## src/rtl/multicycle_control.sv

```systemverilog
// Main control FSM for the multicycle MIPS datapath: fetch, decode, execute, memory, write-back.
// Optional memory wait states are enabled by defining MULTICYCLE_MEM_WAIT_EN.
module multicycle_control (
   input  logic       clk,
   input  logic       reset,
   input  logic [5:0] Opcode,
   input  logic       Zero,
   input  logic       JumpRegister,
   input  logic       MemReady,
   output logic       PCWrite,
   output logic       IorD,
   output logic       MemRead,
   output logic       MemWrite,
   output logic       IRWrite,
   output logic       RegWrite,
   output logic [1:0] RegDst,
   output logic [1:0] MemtoReg,
   output logic       ALUSrcA,
   output logic [1:0] ALUSrcB,
   output logic [2:0] ALUOp,
   output logic [1:0] PCSource,
   output logic       IllegalOp,
   output logic [3:0] State
);

   typedef enum logic [3:0] {
      S_FETCH    = 4'd0,
      S_DECODE   = 4'd1,
      S_MEMADDR  = 4'd2,
      S_MEMREAD  = 4'd3,
      S_MEMWB    = 4'd4,
      S_MEMWRITE = 4'd5,
      S_EXEC_R   = 4'd6,
      S_RWB      = 4'd7,
      S_EXEC_I   = 4'd8,
      S_IWB      = 4'd9,
      S_BRANCH   = 4'd10,
      S_JUMP     = 4'd11
   } state_t;

   localparam logic [5:0] OP_RTYPE = 6'b000000;
   localparam logic [5:0] OP_ADDI  = 6'b001000;
   localparam logic [5:0] OP_ORI   = 6'b001101;
   localparam logic [5:0] OP_ANDI  = 6'b001100;
   localparam logic [5:0] OP_LW    = 6'b100011;
   localparam logic [5:0] OP_SW    = 6'b101011;
   localparam logic [5:0] OP_BEQ   = 6'b000100;
   localparam logic [5:0] OP_BNE   = 6'b000101;
   localparam logic [5:0] OP_J     = 6'b000010;
   localparam logic [5:0] OP_JAL   = 6'b000011;

   state_t state, next_state;
   logic   mem_go;

   // Memory handshake: a memory state presents its strobe and holds until
   // MemReady is sampled high; the access completes on that same edge.
`ifdef MULTICYCLE_MEM_WAIT_EN
   assign mem_go = MemReady;
`else
   logic unused_mem_ready;
   assign unused_mem_ready = MemReady;
   assign mem_go = 1'b1;
`endif

   always_ff @(posedge clk) begin
      if (reset) state <= S_FETCH;
      else       state <= next_state;
   end

   assign State = state;

   always_comb begin
      next_state = S_FETCH;
      PCWrite    = 1'b0;
      IorD       = 1'b0;
      MemRead    = 1'b0;
      MemWrite   = 1'b0;
      IRWrite    = 1'b0;
      RegWrite   = 1'b0;
      RegDst     = 2'b00;
      MemtoReg   = 2'b00;
      ALUSrcA    = 1'b0;
      ALUSrcB    = 2'b00;
      ALUOp      = 3'b000;
      PCSource   = 2'b00;
      IllegalOp  = 1'b0;
      case (state)
         S_FETCH: begin
            MemRead    = 1'b1;
            ALUSrcB    = 2'b01;
            ALUOp      = 3'b100;
            IRWrite    = mem_go;
            PCWrite    = mem_go;
            next_state = mem_go ? S_DECODE : S_FETCH;
         end
         S_DECODE: begin
            // Branch target is computed here speculatively into ALUOut.
            ALUSrcB = 2'b11;
            ALUOp   = 3'b100;
            case (Opcode)
               OP_LW, OP_SW:              next_state = S_MEMADDR;
               OP_RTYPE:                  next_state = S_EXEC_R;
               OP_ADDI, OP_ORI, OP_ANDI:  next_state = S_EXEC_I;
               OP_BEQ, OP_BNE:            next_state = S_BRANCH;
               OP_J, OP_JAL:              next_state = S_JUMP;
               default: begin
                  IllegalOp  = 1'b1;
                  next_state = S_FETCH;
               end
            endcase
         end
         S_MEMADDR: begin
            ALUSrcA    = 1'b1;
            ALUSrcB    = 2'b10;
            ALUOp      = 3'b100;
            next_state = (Opcode == OP_SW) ? S_MEMWRITE : S_MEMREAD;
         end
         S_MEMREAD: begin
            MemRead    = 1'b1;
            IorD       = 1'b1;
            next_state = mem_go ? S_MEMWB : S_MEMREAD;
         end
         S_MEMWB: begin
            RegWrite = 1'b1;
            MemtoReg = 2'b01;
         end
         S_MEMWRITE: begin
            MemWrite   = 1'b1;
            IorD       = 1'b1;
            next_state = mem_go ? S_FETCH : S_MEMWRITE;
         end
         S_EXEC_R: begin
            ALUSrcA = 1'b1;
            ALUOp   = 3'b111;
            if (JumpRegister) begin
               PCWrite  = 1'b1;
               PCSource = 2'b11;
            end else begin
               next_state = S_RWB;
            end
         end
         S_RWB: begin
            RegWrite = 1'b1;
            RegDst   = 2'b01;
         end
         S_EXEC_I: begin
            ALUSrcA = 1'b1;
            ALUSrcB = 2'b10;
            case (Opcode)
               OP_ORI:  ALUOp = 3'b101;
               OP_ANDI: ALUOp = 3'b110;
               default: ALUOp = 3'b100;
            endcase
            next_state = S_IWB;
         end
         S_IWB: begin
            RegWrite = 1'b1;
         end
         S_BRANCH: begin
            ALUSrcA  = 1'b1;
            ALUOp    = 3'b001;
            PCSource = 2'b01;
            PCWrite  = (Opcode == OP_BNE) ? ~Zero : Zero;
         end
         S_JUMP: begin
            // PC already holds PC+4, which is the JAL link value.
            PCSource = 2'b10;
            PCWrite  = 1'b1;
            if (Opcode == OP_JAL) begin
               RegWrite = 1'b1;
               RegDst   = 2'b10;
               MemtoReg = 2'b10;
            end
         end
         default: next_state = S_FETCH;
      endcase

      if (reset) begin
         PCWrite   = 1'b0;
         IorD      = 1'b0;
         MemRead   = 1'b0;
         MemWrite  = 1'b0;
         IRWrite   = 1'b0;
         RegWrite  = 1'b0;
         RegDst    = 2'b00;
         MemtoReg  = 2'b00;
         ALUSrcA   = 1'b0;
         ALUSrcB   = 2'b00;
         ALUOp     = 3'b000;
         PCSource  = 2'b00;
         IllegalOp = 1'b0;
      end
   end

endmodule
```

## config.mk

```make
export PLATFORM = sky130hd
export DESIGN_NAME = multicycle_control
export DESIGN_NICKNAME = d
export VERILOG_FILES = /design/src/rtl/multicycle_control.sv
export SDC_FILE = /design/constraint.sdc
export NUM_CORES = 1
export LEC_CHECK = 0
export BUFFER_PORTS_ARGS = -buffer_cell sky130_fd_sc_hd__buf_2
export CORE_MARGIN = 2
export CORE_UTILIZATION = 45
export DETAILED_ROUTE_END_ITERATION = 16
export GPL_ROUTABILITY_DRIVEN = 1
export PLACE_DENSITY_LB_ADDON = 0.15
export SYNTH_ARGS = -nofsm -noshare
export SYNTH_HDL_FRONTEND = slang
export SYNTH_SLANG_ARGS = --single-unit
```

## constraint.sdc

```tcl
create_clock -name clk -period 1.9 [get_ports clk]
set_input_delay 0.475 -clock clk [delete_from_list [all_inputs] [get_ports clk]]
set_output_delay 0.475 -clock clk [all_outputs]
set_load 0.03 [all_outputs]
```

==> results of run 1 <==
## metrics by stage
stage               TNS, ns  setup WS (ns)  instances  instance area, µm²  util (%)
floorplan            -0.164        -0.0891        110                 803         -
global placement     -0.935         -0.219        176                1130      75.6
detailed placement    -1.01         -0.233        176                1130      75.6
CTS                  -0.629         -0.181        194                1410      95.0
## kinds of logic after synthesis
family                 count (synthesis)  share of synthesized area [%]
flip-flops                             4                           11.3
AND/OR/NAND/NOR                       65                           52.8
buffers and inverters                 12                           9.04
XOR/XNOR                               1                           1.24
multiplexers                           1                           1.42
AO/OA/AOI/OAI                         27                           24.1
## what timing repair did
item | 4_1_cts
resized for setup | 44
setup endpoints to repair | 13
setup buffers | 14
hold buffers | 0
gates cloned | 0
pin swaps | 18
==> results.md, run 1 <==
- Die extent in x: 43.6 µm
- Asr flop ratio synth: 0%
- Tool error: [ERROR DPL-0038] Utilization greater than 100%, impossible to legalize
- Worst ep type: primary output
- TritonCTS Sinks: 4
- Share of the synthesized area in the top cell type: 11.3%
- Starting Density: 47.4%
- Seq/Total Area, Yosys: 11.3%
- Top post-synthesis cells by area: dfxtp_1 11%, nor3_1 8.5%, nor2_1 8.0%
- Root buffer cell: clkbuf_4
- Synth top cells by count: 15 x nor2_1, 12 x nor3_1, 11 x a21oi_1, 6 x nand2_1, 6 x nand3_1
- # IOs: 34
- TritonCTS buffer count: 3
- Count of cell types in the netlist: 40
- # port buffers: 32
- Status: stopped before the end
- Grt repair worst endpoint: RegWrite
- Dominant synthesized flop cell: dfxtp_1
- EDFF count, synth: 0
- Synthesized netlist cell count: 110
- Syn_nets: 121
- CTS max path bufs: 2
- Die Height: 43.6 µm
- Most common cell in the netlist: nor2_1
- Mean Syn Cell Area: 6.42 µm²
- Gpl congestion: 0.831
- #FFs+latches synth: 4
- Fail Step: 5_1_grt
- Largest net degree at the start of global routing: 16
- Std cell rows: 14
- Synth Warn #: 0
- Area leader, netlist: dfxtp_1
- Mapped Area: 706 µm²
- Dpl hpwl: 1.83 mm
- H-tree levels: 1
==> run 2, diff against run 1 <==
CORE_AREA = 2 2 63 65   (was not set)
CORE_MARGIN = not set   (was 2)
CORE_UTILIZATION = not set   (was 45)
DIE_AREA = 0 0 65 67   (was not set)
==> run 2 against run 1 <==
The flow now finishes, with violations (setup timing); synthesized cell count unchanged; synthesized area stayed put.
==> results.md, run 2 <==
- TritonCTS buffer count: 3
- Std cell rows: 22
- Crit Path Class: primary input to output port
- Asr flop ratio synth: 0%
- Antenna Cells: 0
- Final Cycle Share: 106%
- Vias in the first global route: 1028
- Final Setup Violations: 8
- Die area: 4360 µm²
- Design Power: 0.535 mW
- CP arrival: 1.54 ns
- Top post-synthesis cells by area: dfxtp_1 11%, nor3_1 8.5%, nor2_1 8.0%
- Largest register FFs: 4
- DR vias: 1063
- Critical path launch point: Opcode[2]
- Die extent in x: 65 µm
- Core area: 3610 µm²
- Dpl hpwl: 2.12 mm
- Clock Skew: 0.00385 ns
- RSZ-0062 raised after global routing: true
- Fin nets: 194
- TritonCTS Sinks: 4
- Top achievable clock speed: 496 MHz
- Starting DRT DRC Count: 32
- Violations in the final reports: setup timing
- Period minus WS final: 2.02 ns
- Setup TNS: -0.401 ns
- Slew HR: 77.6%
- Critical path's top delay family: simple AND/OR/NAND/NOR gates
- First-pass GRT wire length: 4.51 mm
- Slowest CP cell: or3_4
- Design Area, Final: 1650 µm²
- Setup crit end kind: output port
- EDFF count, synth: 0
- #FFs+latches synth: 4
- Largest net degree at the start of global routing: 16
- Status: complete, but fails checks
- Drt pass-1 iters: 4
- Slew Viols, Final: 0
- DRC violations left: 0
- Seq/Total Area, Yosys: 11.3%
- Critical path capture point: RegWrite
- Antenna violations before repair: 0
- GRT Overall Usage: 13.1%
- Starting Density: 19.6%
- Critical Path Source Type: primary input
- Die Height: 67 µm
- Most common cell in the netlist: nor2_1
- GRT overflow: 0
- # IOs: 34
- Count of cell types in the netlist: 40
- CP cell instances: buf_8, nor3b_4, nand2_2, or3_4, a21oi_4, buf_6
- Syn_nets: 121
- CTS tree: built
- CTS max path bufs: 2
- Root buffer cell: clkbuf_8
- Dominant synthesized flop cell: dfxtp_1
- Hold Vio Cnt, Final: 0
- Final antenna-violating net count: 0
- Fin worst setup slack: -0.117 ns
- Dpl cell area: 1180 µm²
- Share of the synthesized area in the top cell type: 11.3%
- Crit path buf inv count: 2
- Detailed Route WL: 2.98 mm
- Synth top cells by count: 15 x nor2_1, 12 x nor3_1, 11 x a21oi_1, 6 x nand2_1, 6 x nand3_1
- Avg WL per Cell: 13.0 µm
- Synthesized netlist cell count: 110
- Area leader, netlist: dfxtp_1
- Area growth, synth to finish: 134%
- Commonest cells after routing, fill and taps aside: 37 x buf_4, 19 x buf_6, 13 x buf_2
- Clk_lat worst skew: 0.22 ns
- Worst hold path type: flip-flop to flip-flop
- Mean Syn Cell Area: 6.42 µm²
- Largest stage delay, worst path: 0.39 ns
- Req. time, crit path: 1.42 ns
- R2r endpoint: State[3]
- Clock-pin slew of the registers on the worst-case setup and hold paths: 0.03 ns
- Mapped Area: 706 µm²
- R2r startpoint: State[3]
- Max Cap Viol: 0
- CP Max Fanout: 3
- Critical path depth in cells: 6
- PwrDens: 325 nW/µm²
- R2R depth: 8
- Most common cell after layout, fill and taps aside: buf_4
- Leakage: 0.674 nW
- Gpl congestion: 0.727
- H-tree levels: 1
- Peak VDD IR: 0.000142 V
- # port buffers: 32
- FF-to-FF setup slack: 0.31 ns
- Number of vias per cell: 4.62
- Cts hold-fix bufs: 0
- Share of post-route cells with drive strength above 1: 67.0%
- Tightest Pin Transition: 0.335 ns
- Synth Warn #: 0
-- run 2: cell counts after synthesis --
Identical to the previous run, type by type.
-- run 2: logic make-up (layout without fill, tap and decap cells) --
kind of cell	Yosys count	after routing	synth area share (%)
AO/OA/AOI/OAI	27	27	24.1
XOR/XNOR	1	1	1.24
buffers and inverters	12	84	9.04
flip-flops	4	4	11.3
multiplexers	1	1	1.42
AND/OR/NAND/NOR	65	65	52.8
-- run 2: final cells by class --
| class | count | area, µm² |
|---|---|---|
| fillers | 358 | 1960 |
| clock buffers | 4 | 45.0 |
| repair buffers | 75 | 647 |
| multi-input cells | 94 | 782 |
| inverters | 5 | 18.8 |
| flip-flops and latches | 4 | 95.1 |
| well taps | 48 | 60.1 |
-- run 2: per-stage QoR --
stage               setup slack (ns)  cells  util (%)  hold slack (ns)
floorplan                    -0.0891    110         -            0.648
CTS                           -0.180    227      41.6            0.602
global route                  -0.146    230      45.7            0.603
finish                        -0.117    230      45.7            0.579
detailed placement            -0.255    210      32.8            0.657
global placement              -0.221    210      32.8            0.667
-- run 2: worst register-to-register path, delay by kind of cell, from the launching register on --
kind	cells	cell delay (ns)
AOI/OAI and AO/OA	2	0.33
and+or+nand+nor	1	0.24
DFF	1	0.34
buffers and inverters	5	0.61
-- run 2: timing repair --
action | CTS | global route
setup endpoints to repair | 13 | 15
pin swaps | 13 | 15
resized for setup | 50 | 35
buffers inserted | 13 | 4
cloned | 0 | 0
-- run 2: metal layers --
layer | routed length, µm | track usage [%] | up-vias
met4 | 0 | 3.19 | 0
met3 | 126 | 2.36 | 0
met1 | 1250 | 14.7 | 496
met2 | 1610 | 25.4 | 26
li1 | - | - | 541
met5 | 0 | 0 | -
-- run 2: worst min path at each step --
stage | slack [ns] | to | depth (start not counted) | from
5_1_grt | 0.60 | State[3] | 3 | State[1]
2_1_floorplan | 0.65 | State[3] | 3 | State[0]
3_5_place_dp | 0.66 | State[3] | 3 | State[1]
4_1_cts | 0.60 | State[3] | 3 | State[1]
6_report | 0.58 | State[3] | 3 | State[1]
3_3_place_gp | 0.67 | State[3] | 3 | State[1]
-- run 2: power by group --
group	total [mW]	switching (mW)	internal (mW)	leakage, nW
registers	0.0905	0.00636	0.0842	0.0355
clock network	0.190	0.0463	0.143	0.0228
logic	0.255	0.131	0.124	0.616
(Power assumes the default switching activity.)
